## src/rtl/bcd_xs3_codec.sv

```systemverilog
// Digit-serial BCD<->Excess-3 word converter. The result appears DIGITS cycles after acceptance.
// The result is held until out_ready; in_ready stays low from acceptance until the result drains.
module bcd_xs3_codec #(
  parameter int DIGITS = 4
) (
  input  logic                  clk,
  input  logic                  rst_n,
  input  logic                  in_valid,
  output logic                  in_ready,
  input  logic                  in_mode,
  input  logic [4*DIGITS-1:0]   in_data,
  output logic                  out_valid,
  input  logic                  out_ready,
  output logic [4*DIGITS-1:0]   out_data,
  output logic                  out_err,
  output logic [DIGITS-1:0]     out_err_mask
);

  localparam int W  = 4 * DIGITS;
  localparam int IW = (DIGITS > 1) ? $clog2(DIGITS) : 1;

  typedef enum logic [1:0] {IDLE, CONV, DONE} state_t;

  state_t          state, state_nxt;
  logic [W-1:0]    cap_data;
  logic            cap_mode;
  logic [IW-1:0]   idx;
  logic [3:0]      cur_dig;
  logic [3:0]      conv_dig;
  logic            cur_bad;
  logic            last_dig;
  logic            accept;

  assign accept   = (state == IDLE) && in_valid && in_ready;
  assign last_dig = (idx == IW'(DIGITS - 1));
  assign out_err  = |out_err_mask;

  always_comb begin
    cur_dig = '0;
    for (int i = 0; i < DIGITS; i++) begin
      if (idx == IW'(i)) cur_dig = cap_data[4*i +: 4];
    end
  end

  // Any out-of-range digit becomes 4'hF and raises its mask bit.
  always_comb begin
    conv_dig = 4'hF;
    cur_bad  = 1'b1;
    if (!cap_mode) begin
      if (cur_dig <= 4'd9) begin
        conv_dig = cur_dig + 4'd3;
        cur_bad  = 1'b0;
      end
    end else if ((cur_dig >= 4'd3) && (cur_dig <= 4'd12)) begin
      conv_dig = cur_dig - 4'd3;
      cur_bad  = 1'b0;
    end
  end

  always_comb begin
    state_nxt = state;
    case (state)
      IDLE:    if (accept) state_nxt = CONV;
      CONV:    if (last_dig) state_nxt = DONE;
      DONE:    if (out_ready) state_nxt = IDLE;
      default: state_nxt = IDLE;
    endcase
  end

  // Handshake outputs are registered from the next state, so nothing
  // combinational reaches them from in_valid or out_ready.
  always_ff @(posedge clk or negedge rst_n) begin
    if (!rst_n) begin
      state     <= IDLE;
      in_ready  <= 1'b0;
      out_valid <= 1'b0;
    end else begin
      state     <= state_nxt;
      in_ready  <= (state_nxt == IDLE);
      out_valid <= (state_nxt == DONE);
    end
  end

  always_ff @(posedge clk or negedge rst_n) begin
    if (!rst_n) begin
      cap_data     <= '0;
      cap_mode     <= 1'b0;
      idx          <= '0;
      out_data     <= '0;
      out_err_mask <= '0;
    end else if (accept) begin
      cap_data     <= in_data;
      cap_mode     <= in_mode;
      idx          <= '0;
      out_data     <= '0;
      out_err_mask <= '0;
    end else if (state == CONV) begin
      for (int i = 0; i < DIGITS; i++) begin
        if (idx == IW'(i)) begin
          out_data[4*i +: 4] <= conv_dig;
          out_err_mask[i]    <= cur_bad;
        end
      end
      idx <= last_dig ? '0 : idx + 1'b1;
    end
  end

endmodule

```

## config.mk

```make
export PLATFORM = sky130hd
export DESIGN_NAME = bcd_xs3_codec
export DESIGN_NICKNAME = d
export VERILOG_FILES = /design/src/rtl/bcd_xs3_codec.sv
export SDC_FILE = /design/constraint.sdc
export NUM_CORES = 1
export LEC_CHECK = 0
export ABC_AREA = 1
export CAP_MARGIN = 0
export CORE_UTILIZATION = 47
export CTS_BUF_LIST = sky130_fd_sc_hd__clkbuf_2 sky130_fd_sc_hd__clkbuf_4 sky130_fd_sc_hd__clkbuf_8
export DETAILED_ROUTE_END_ITERATION = 12
export PLACE_DENSITY = 0.86
export SLEW_MARGIN = 10
export SYNTH_ARGS = -nofsm -noshare
export SYNTH_HDL_FRONTEND = slang
export SYNTH_SLANG_ARGS = --single-unit
```

## constraint.sdc

```tcl
create_clock -name clk -period 2.05 [get_ports clk]
set_clock_uncertainty 0.1 [all_clocks]
set_input_delay 0.3075 -clock clk [delete_from_list [all_inputs] [get_ports clk]]
set_output_delay 0.3075 -clock clk [all_outputs]
set_load 0.05 [all_outputs]
```

==> results.md <==
* Fin. Hold Viols at 0
* Fin crit share at 101%
* Critical Path RT at 2.15 ns
* Share of cells above drive strength 1 at 24.2%
* CTS buffer count at 5
* R2R depth at 14
* Largest net degree at the start of global routing at 44
* Max Fclk at 482 MHz
* Seq cells post-synth at 43
* Routed WL at 5080 µm
* Synthesized cell area at 2080 µm²
* Worst-Skew Late Latency at 0.31 ns
* Reg2Reg Launch Point: idx[0]
* Cells after synthesis at 261
* MaxCap Viol Count at 0
* Max FO, Critical Path at 7
* Total GRT Usage at 23.6%
* Area contributors post-synth: dfrtp_1, nand2_1, nand3_1, inv_1, ha_1
* RSZ-0062 raised after global routing: yes
* Main synth FF type: dfrtp_1
* Setup CP Type: reg2reg
* WP buf/inv at 3
* Post-synth ARST share at 100%
* Antenna Cells at 0
* Multi-input gate area in the final layout at 1080 µm²
* DRT antenna net count at 0
* DR iter-0 viols at 124
* Placed Area at 2590 µm²
* # fillers at 318
* Avg WL per Cell at 13.7 µm
* Cell mode on critical path: nand2_2
* Relative slew margins at 64.7%
* Worst Setup EP: out_data[5]
* Post-synth top area share at 51.7%
* Die W at 68.6 µm
* Tmin final at 2.07 ns
* Die area at 4700 µm²
* Final Slew Violations at 0
* Port buffer count at 43
* Yosys Warn Count at 0
* Crit path depth at 14
* Io pins at 44
* Violated checks: setup timing
* Post-route setup slack at -0.0231 ns
* Seq/Total Area, Yosys at 51.7%
* FF+latch area at 1080 µm²
* CP startpoint: idx[0]
* Clock transition at path regs at 0.09 ns
* First-pass GRT wire length at 7950 µm
* Grt ovf at 0
* R2R Path End: out_data[5]
* Nets at 347
* Core box area at 4120 µm²
* Area grow syn2layout at 41.4%
* CP Cell Sequence: inv_2 -> ha_4 -> inv_4 -> nor2_4 -> nor2_4 -> a21oi_4 -> ha_2 -> inv_2 -> nand2_2 -> nand2_1 -> nand2_2 -> nand2_2 -> nand3_1 -> nand2_1
* Synth cell types at 23
* CTS H-Tree Depth at 2
* Synth area leader: dfrtp_1
* CTS tree: yes
* Crit-path slowest cell: dfrtp_1
* Die Height at 68.6 µm
* Final setup fails at 8
* Slowest stage delay, CP at 0.43 ns
* Avg Cell Area, Syn at 7.98 µm²
* DRC at 0
* Cell with the most instances after synthesis: nand2_1
* CTS Sinks at 43
* Initial antenna violation count at 0
* Top cells by count, synth: nand2_1, dfrtp_1, inv_1, nand3_1, o21ai_0
* Post-synth EDFFs at 0
* Data arrival, critical path at 2.17 ns
* Root buffer cell: clkbuf_8
* Cell family with the largest share of critical-path delay: simple AND/OR/NAND/NOR gates
* Drt pass-1 iters at 4
* Via density at 5.19
* Worst Setup End Kind: flop
* DR vias at 1930
* Clock Path Buffers at 2
* Worst Tran Pin Value at 0.529 ns
* FF-to-FF setup slack at -0.02 ns
* Hpwl dp at 3200 µm
* Initial core utilization at 50.6%
* Path type of the worst min-delay path: reg2reg
* Setup TNS at -0.103 ns
* Mapped Nets at 287
* Crit path launch type: flop
* # rows at 23
* Status: finished, violations left
* Number of global-route vias before repair at 1777
* Routability cong. at 0.809
* Post-route design area at 2950 µm²
* Final Util at 71.6%
[metrics by stage]
step / hold slack, ns / std cells / setup slack (ns)
global placement: 0.305 / 355 / -0.0407
finish: 0.385 / 372 / -0.0231
detailed placement: 0.302 / 355 / -0.116
CTS: 0.385 / 367 / 0.00983
floorplan: -0.0881 / 261 / 0.125
global route: 0.404 / 372 / -0.138
[cells in the final DEF, fill, tap and decap left out, types with 2 or more instances in the layout]
cell | synthesis | routed
nand2_1 | 122 | 111
dfrtp_1 | 43 | 43
clkdlybuf4s50_1 | 0 | 41
nand2_2 | 6 | 16
inv_1 | 18 | 14
buf_4 | 1 | 14
nand3_1 | 16 | 12
o21ai_0 | 9 | 7
clkbuf_8 | 0 | 7
nand3_2 | 2 | 6
o21ai_1 | 8 | 6
a21oi_2 | 1 | 4
nor2_4 | 0 | 4
o21ai_2 | 0 | 4
ha_4 | 0 | 4
inv_4 | 0 | 3
nor2_1 | 5 | 3
inv_2 | 2 | 3
nand4_1 | 3 | 3
nand2_4 | 2 | 3
a21oi_4 | 1 | 2
a21oi_1 | 6 | 2
nor2_2 | 4 | 2
[final cells by class]
cell class / count / area share (%)
timing repair buffer: 58 / 18.4
inverter: 20 / 2.80
sequential: 43 / 36.5
multi-input combinational: 193 / 36.6
tap: 50 / 2.12
clock inverter: 1 / 0.255
clock buffer: 7 / 3.27
[metal layers]
metal | global-route usage, % | vias up | share of wire (%)
met1 | 27.1 | 911 | 41
met5 | 0 | - | 0
met4 | 9.90 | 0 | 2.0
met2 | 41.4 | 62 | 52
li1 | - | 943 | -
met3 | 5.92 | 14 | 4.3
[what timing repair did]
action | CTS | global route
hold buffers | 1 | 0
buffers inserted | 3 | 5
hold endpoints to repair | 43 | 0
resized for setup | 25 | 25
endpoints found under the setup margin | 20 | 20
pin swaps | 14 | 15
[sequential cells by signal (all words and copies together), names as in the netlist]
signal / cells
cap_data: 16
out_err_mask: 4
in_ready: 1
idx: 2
cap_mode: 1
state: 2
out_data: 16
out_valid: 1
[worst register-to-register path: stages (launching register included)]
cell	delay, ns
dfrtp_1	0.43
inv_2	0.12
ha_4	0.22
inv_4	0.07
nor2_4	0.10
nor2_4	0.05
a21oi_4	0.18
ha_2	0.19
inv_2	0.03
nand2_2	0.08
nand2_1	0.07
nand2_2	0.09
nand2_2	0.09
nand3_1	0.10
nand2_1	0.05
[cell families (layout without fill, tap and decap cells)]
kind of cell             Yosys count  after routing  synth area share, %
AO/OA/AOI/OAI                     26             26                 7.27
adder cells (fa/ha/maj)            5              5                 3.00
buffers and inverters             25             86                 4.80
flip-flops                        43             43                 51.7
AND/OR/NAND/NOR                  162            162                 33.3
[worst min path at each step]
| stage | slack, ns | end | depth (start not counted) | from |
|---|---|---|---|---|
| after CTS | 0.38 | cap_data[2] | 2 | cap_data[2] |
| after global routing | 0.40 | out_data[2] | 2 | out_data[2] |
| after floorplan | -0.09 | cap_data[0] | 0 | rst_n |
| after global placement | 0.30 | out_data[15] | 2 | rst_n |
| after detailed placement | 0.30 | out_err_mask[3] | 2 | rst_n |
| final | 0.38 | cap_data[14] | 2 | cap_data[14] |
Power is not shown: default switching activity piles up to over one toggle a cycle in this logic, so the estimate is an artifact.
